## src/rtl/serial_adder_pkg.sv

```systemverilog
// Shared definitions for the bit-serial adder: FSM state encoding and default width.
package serial_adder_pkg;

  typedef enum logic [1:0] {
    IDLE  = 2'd0,
    SHIFT = 2'd1,
    DONE  = 2'd2
  } state_t;

  localparam int DEFAULT_WIDTH = 8;

endpackage

```

## src/rtl/serial_adder_fa_cell.sv

```systemverilog
// One-bit full-adder cell used by the serial adder datapath (purely combinational).
module serial_fa_cell
  import serial_adder_pkg::*;
(
  input  logic a,
  input  logic b,
  input  logic ci,
  output logic s,
  output logic co
);

  assign s  = a ^ b ^ ci;
  assign co = (a & b) | (ci & (a ^ b));

endmodule

```

## src/rtl/serial_adder.sv

```systemverilog
// Bit-serial adder: one result bit per clock, LSB first, through a single full-adder cell.
// Optional signed-overflow output ovf when SERIAL_ADDER_OVF_EN is defined.
module serial_adder
  import serial_adder_pkg::*;
#(
  parameter int WIDTH = DEFAULT_WIDTH
) (
  input  logic             clk,
  input  logic             rst_n,
  input  logic             start,
  input  logic [WIDTH-1:0] a,
  input  logic [WIDTH-1:0] b,
  input  logic             cin,
  output logic             busy,
  output logic             done,
  output logic [WIDTH-1:0] sum,
  output logic             cout
`ifdef SERIAL_ADDER_OVF_EN
  ,
  output logic             ovf
`endif
);

  localparam int CNT_W = (WIDTH > 1) ? $clog2(WIDTH) : 1;

  state_t           state_reg, state_next;
  logic [WIDTH-1:0] a_reg, b_reg, sum_reg;
  logic             carry_reg;
  logic [CNT_W-1:0] cnt_reg;
  logic             fa_s, fa_co;
  logic             last_bit, accept;

  assign last_bit = (cnt_reg == CNT_W'(WIDTH - 1));
  // start is only honoured outside SHIFT, so a request while busy is dropped
  assign accept   = start && (state_reg != SHIFT);

  serial_fa_cell u_fa (
    .a  (a_reg[0]),
    .b  (b_reg[0]),
    .ci (carry_reg),
    .s  (fa_s),
    .co (fa_co)
  );

  always_ff @(posedge clk or negedge rst_n) begin
    if (!rst_n) begin
      state_reg <= IDLE;
    end else begin
      state_reg <= state_next;
    end
  end

  always_comb begin
    state_next = state_reg;
    case (state_reg)
      IDLE:    if (start) state_next = SHIFT;
      SHIFT:   if (last_bit) state_next = DONE;
      DONE:    state_next = start ? SHIFT : IDLE;
      default: state_next = IDLE;
    endcase
  end

  always_comb begin
    busy = (state_reg == SHIFT);
    done = (state_reg == DONE);
  end

  always_ff @(posedge clk or negedge rst_n) begin
    if (!rst_n) begin
      a_reg     <= '0;
      b_reg     <= '0;
      sum_reg   <= '0;
      carry_reg <= 1'b0;
      cnt_reg   <= '0;
    end else if (accept) begin
      a_reg     <= a;
      b_reg     <= b;
      carry_reg <= cin;
      cnt_reg   <= '0;
    end else if (state_reg == SHIFT) begin
      sum_reg   <= {fa_s, sum_reg[WIDTH-1:1]};
      a_reg     <= a_reg >> 1;
      b_reg     <= b_reg >> 1;
      carry_reg <= fa_co;
      cnt_reg   <= cnt_reg + CNT_W'(1);
    end
  end

  assign sum  = sum_reg;
  assign cout = carry_reg;

`ifdef SERIAL_ADDER_OVF_EN
  logic ovf_reg;

  // On the MSB step carry_reg is the carry into the MSB and fa_co the carry out
  always_ff @(posedge clk or negedge rst_n) begin
    if (!rst_n) begin
      ovf_reg <= 1'b0;
    end else if ((state_reg == SHIFT) && last_bit) begin
      ovf_reg <= carry_reg ^ fa_co;
    end
  end

  assign ovf = ovf_reg;
`endif

endmodule

```

## config.mk

```make
export PLATFORM = sky130hd
export DESIGN_NAME = serial_adder
export DESIGN_NICKNAME = d
export VERILOG_FILES = /design/src/rtl/serial_adder_pkg.sv /design/src/rtl/serial_adder_fa_cell.sv /design/src/rtl/serial_adder.sv
export SDC_FILE = /design/constraint.sdc
export NUM_CORES = 1
export LEC_CHECK = 0
export BUFFER_PORTS_ARGS = -buffer_cell sky130_fd_sc_hd__buf_2
export CORE_ASPECT_RATIO = 1.75
export CORE_MARGIN = 1
export CORE_UTILIZATION = 30
export CTS_CLUSTER_DIAMETER = 120
export DETAILED_ROUTE_END_ITERATION = 10
export PLACE_DENSITY = 0.48
export SETUP_SLACK_MARGIN = 0.5
export SLEW_MARGIN = 20
export SYNTH_ARGS = -nofsm -noshare
export SYNTH_HDL_FRONTEND = slang
export SYNTH_HIERARCHICAL = 1
export SYNTH_SLANG_ARGS = --single-unit
```

## constraint.sdc

```tcl
create_clock -name clk -period 1.2 [get_ports clk]
set_input_delay 0.12 -clock clk [delete_from_list [all_inputs] [get_ports clk]]
set_output_delay 0.12 -clock clk [all_outputs]
set_load 0.05 [all_outputs]
```

# Word level (Yosys, flattened, before mapping)
# Cells that the tools add are included.
word_totals:
  ff_bits: 30
  inputBits: 20
  output_inout_bits: 11
  word_cells: 36
op_classes:
  addsub: 1
  n_eq_ne: 6
  muxes: 12
  bitwise_logic: 6
  n_reduce_logical: 5
ops:
  columns: ["operator", "count"]
  rows:
  - ["8-bit 2-to-1 mux", 4]
  - ["3-bit 2-to-1 mux", 2]
  - ["2-bit one-hot mux with 3 select lines", 1]
  - ["2-bit 2-to-1 mux", 2]
  - ["2-bit by 1-bit inequality test with 1-bit output, second input constant", 2]
  - ["2-bit AND reduction", 2]
  - ["3-bit by 1-bit adder with 3-bit output, second input constant", 1]
  - ["3-bit equality test, second input constant", 1]
  - ["1-bit 2-to-1 mux", 3]
  - ["1-bit AND", 2]
  - ["2-bit by 1-bit equality test with 1-bit output, second input constant", 1]
  - ["2-bit equality test, second input constant", 1]
  - ["2-bit zero test", 1]
  - ["2-bit inequality test, second input constant", 1]
  - ["2-bit nonzero test", 1]
  - ["1-bit bitwise XOR", 2]
  - ["1-bit logical AND", 1]
  - ["1-bit NOT", 1]
  - ["1-bit bitwise OR", 1]

# Logic depth before layout (Yosys ltp)
depth:
  word_depth: 5
  ltp_mapped: 4

# Cells and area by module
# The synthesis kept the hierarchy.
by_module_without_submodules:
  columns: ["module", "instances", "cells_each", "area_per_inst_um2"]
  rows:
  - ["serial_adder", 1, 91, 1491.4]
  - ["serial_fa_cell", 1, 1, 20.0]

# Least setup slack after synthesis
# Ideal clock, no wire load.
synth_path:
  path_kind: "register -> register"
  from: "register carry_reg (netlist: cout)"
  to: "register sum_reg[7] (netlist: sum[7])"
  t_arrival_ps: 1375
  t_required_ps: 1075
  path_slack_ps: -300
  stages_incl_launch_ff: 3
  n_path_buf: 0
  period_less_slack_ps: 1500
  path_cell_list: "dfrtp_1 -> fa_1 -> mux2_2"
synth_via:
  elab_chain_len: 1
synth_lines:
  columns: ["element", "line", "source"]
  rows:
  - ["start, declared", "serial_adder.sv:28", "logic carry_reg;"]
  - ["start signal, assigned", "serial_adder.sv:78", "carry_reg <= cin;"]
  - ["start signal, assigned", "serial_adder.sv:84", "carry_reg <= fa_co;"]
  - ["1-bit bitwise XOR", "serial_adder_fa_cell.sv:12", "assign s = a ^ b ^ ci;"]
  - ["named net fa_s", "serial_adder.sv:30", "logic fa_s, fa_co;"]
  - ["end signal, assigned", "serial_adder.sv:81", "sum_reg <= {fa_s, sum_reg[WIDTH-1:1]};"]
  - ["end, declared", "serial_adder.sv:27", "logic [WIDTH-1:0] a_reg, b_reg, sum_reg;"]
# The timed path passes the listed nets, and every way through them passes these cells.
# A chain may end at the register's enable or synchronous reset.

# Final worst setup path
layout_path:
  from: "register state_reg[1]"
  to: "register a_reg[0]"
layout_via:
  elab_chain_len: 3
  word_cells_on_any_way: 5
  cone_classes: "eq/ne: 2; mux: 1; reduce/logical: 2"
layout_lines:
  columns: ["element", "line", "source"]
  rows:
  - ["start, declared", "serial_adder.sv:26", "state_t state_reg, state_next;"]
  - ["start signal, assigned", "serial_adder.sv:49", "state_reg <= state_next;"]
  - ["2-bit by 1-bit inequality test with 1-bit output", "serial_adder.sv:35", "assign accept = start && (state_reg != SHIFT);"]
  - ["1-bit logical AND", "serial_adder.sv:35", null]
  - ["8-bit 2-to-1 mux or 2-bit nonzero test (tied branches)", null, null]
  - ["end signal, assigned", "serial_adder.sv:82", "a_reg <= a_reg >> 1;"]
  - ["end, declared", "serial_adder.sv:27", null]
# Several ways; a longest one is shown, not always the timed one.

==> flow_summary.yaml <==
timing:
  worstMarginPinSlew_ps: 341
  layout_min_cycle_time_ps: 1250
  clock-skew-final_ps: 4.92
  grt_setup_unrepaired: "yes"
  post-route-worst-setup-slack_ps: -54.6
  slew_viol_final: 0
  clock.fmax_mhz: 797
  timing.final.setup_violations: 26
  whs_ps: -269
  period_share_pct: 105
  slew_headroom_pct: 77.2
  final.setup.tns_ps: -1130
  report.final.hold_viol_count: 13
final_layout:
  finalNetCount: 172
  diodes: 0
  drive_gt1_share_pct: 78.0
  growth_of_design_area_from_synthesis_to_finish_pct: 46.9
  layout.cell_area.non_filler_sq_um: 2220
  post-route-util_pct: 46.8
drt:
  detail_route.first_pass.iterations: 3
  detailedRoute.firstIterationViolations: 44
  vias: 924
  routed_wire_length_per_instance_um: 16.3
  detail_route.wirelength_mm: 3.30
  route.detailed.drc: 0
  routed_via_density: 4.57
  final_antenna_net_count: 0
global_route:
  grt-ovfl-total: 0
  first_global_vias: 1083
  grt_use_total_pct: 13.7
  grt_max_degree: 16
  wire_length_of_the_first_global_routing_pass_mm: 5.40
  grt_antenna_before_repair: 0
synthesis:
  synth.distinct_cells: 13
  ys_seq_area_share_pct: 49.7
  yosys_synthesis_warning_count: 6
  synth_nets: 115
  mapped_avg_cell_area_sq_um: 16.4
  post_synth_instance_area_sq_um: 1510
  synth_cells: 92
  synth.ff_latch_count: 30
setup_path:
  critPathKind: "reg2reg"
  cp.arrival_ps: 1420
  worst_path_buf_inv: 2
  cp-end-kind: "flip-flop"
  cpMaxStageDelayCell: "sky130_fd_sc_hd__dfrtp_1"
  crit_fanout: 6
  required_time_of_the_worst_setup_path_ps: 1370
  cell_chain_of_the_critical_path: "nand2b_4 -> buf_6 -> buf_12 -> mux2_4"
  worst_path_dominant_cell_family: "flip-flops"
  timing.critical_path.from_type: "flip-flop"
  max_stage_delay_ps: 380
place:
  place_congestion: 0.667
  place.detailed.hpwl_mm: 2.10
  port_buffers: 30
  placement.cell_area_sq_um: 1820
hold_path:
  worst_hold_path_type: "in2async"
die:
  core_area_sq_um: 4750
  die_area_sq_um: 5340
  die_h_um: 95.9
  starting_utilization_of_the_core_area_pct: 31.8
  core.rowCount: 33
  floorplan.io_pins: 31
  die_width_um: 55.7
cts:
  clock_sink_count: 30
  clk_transition_reported_paths_ps: 60
  cts_inserted_buffers: 5
  root_buffer: "sky130_fd_sc_hd__clkbuf_8"
  clk_path_buf_depth: 2
  cts.htree.levels: 2
  worstSkewPairLatency_ps: 280
  tritoncts: "built"
run_status:
  violations: "negative hold slack, negative setup slack"
  outcome: "finished with violations"
pwr:
  vdd_drop_max_uv: 1520
  total_leakage_power_nw: 1.08
  power_per_cell_area_nw_per_um2: 3010
run:
  maxCapViolations: 0
worst paths after layout:
check / slack [ps] / cells after the start / endpoint / startpoint
hold / removal: -270 / 1 / b_reg[1] / rst_n
hold reg to reg: 510 / 1 / b_reg[6] / b_reg[7]
setup / recovery: -50 / 4 / a_reg[0] / state_reg[1]
max in group asynchronous: 1010 / 2 / sum[0] / rst_n
min in group clk: 100 / 3 / a_reg[7] / a[7]
setup reg to reg: -50 / 4 / a_reg[0] / state_reg[1]
synth_stat cells:
cell / count / area, sq um
sky130_fd_sc_hd__mux2_4: 32 / 480
sky130_fd_sc_hd__dfrtp_1: 30 / 751
sky130_fd_sc_hd__mux2_2: 8 / 90.1
sky130_fd_sc_hd__buf_6: 5 / 56.3
sky130_fd_sc_hd__mux2i_1: 3 / 30.0
sky130_fd_sc_hd__nor2b_1: 3 / 18.8
sky130_fd_sc_hd__ha_1: 2 / 25.0
sky130_fd_sc_hd__inv_1: 2 / 7.51
sky130_fd_sc_hd__nand2b_1: 2 / 12.5
sky130_fd_sc_hd__nor2_1: 2 / 7.51
sky130_fd_sc_hd__and2_1: 1 / 6.26
sky130_fd_sc_hd__fa_1: 1 / 20.0
sky130_fd_sc_hd__o22ai_1: 1 / 6.26
kinds of logic after synthesis:
| group | after synthesis | share of synthesized area, % |
|---|---|---|
| simple gates | 8 | 2.98 |
| buf+inv | 7 | 4.22 |
| flops | 30 | 49.7 |
| compound gates | 1 | 0.414 |
| mux | 43 | 39.7 |
| fa+ha+maj | 3 | 2.98 |
through the flow:
| stage | total power [mW] | worst slack (ps) | instances |
|---|---|---|---|
| after floorplan | 4.08 | -143 | 92 |
| after global placement | 4.57 | -29.9 | 177 |
| after detailed placement | 4.67 | -36.5 | 177 |
| after CTS | 6.58 | -54.1 | 200 |
| after global routing | 7.06 | -85.0 | 202 |
| final | 6.69 | -54.6 | 202 |
layout by cell type (no fill, tap or decap), drive strengths merged:
cell type,n
mux2i,3
clkinv,1
nor2,2
nor2b,3
buf,55
fa,1
ha,2
nand2b,2
inv,1
and2,1
o22ai,1
dfrtp,30
clkbuf,7
mux2,40
clkinvlp,1
area by class of cell:
| type | count | area, sq um |
|---|---|---|
| Clock inverter | 1 | 5.00 |
| Clock buffer | 7 | 86.3 |
| Sequential cell | 30 | 761 |
| Multi-Input combinational cell | 55 | 743 |
| Inverter | 2 | 11.3 |
| Timing Repair Buffer | 55 | 549 |
| Fill cell | 426 | 2530 |
| Tap cell | 52 | 65.1 |
metal layers:
layer	routed length (um)	vias to the layer above	share of wire [%]	GRT usage, %
met5	0	-	0	0
met4	76	0	2.3	8.13
met3	124	6	3.8	2.69
met2	1770	23	54	23.4
met1	1330	463	40	15.8
li1	-	432	-	-
repair_timing:
action,CTS,global route
endpoints found under the setup margin,41,41
buffers inserted,13,2
gates cloned,2,0
pin swaps,0,1
endpoints found under the hold margin,13,13
gates resized for setup,37,7
power breakdown:
group / leakage [nW] / switching, mW / internal [mW]
sequential: 0.363 / 0.360 / 1.52
combinational: 0.674 / 1.58 / 2.39
clock: 0.0482 / 0.385 / 0.462
No activity file was read; power rests on OpenSTA's default activity.
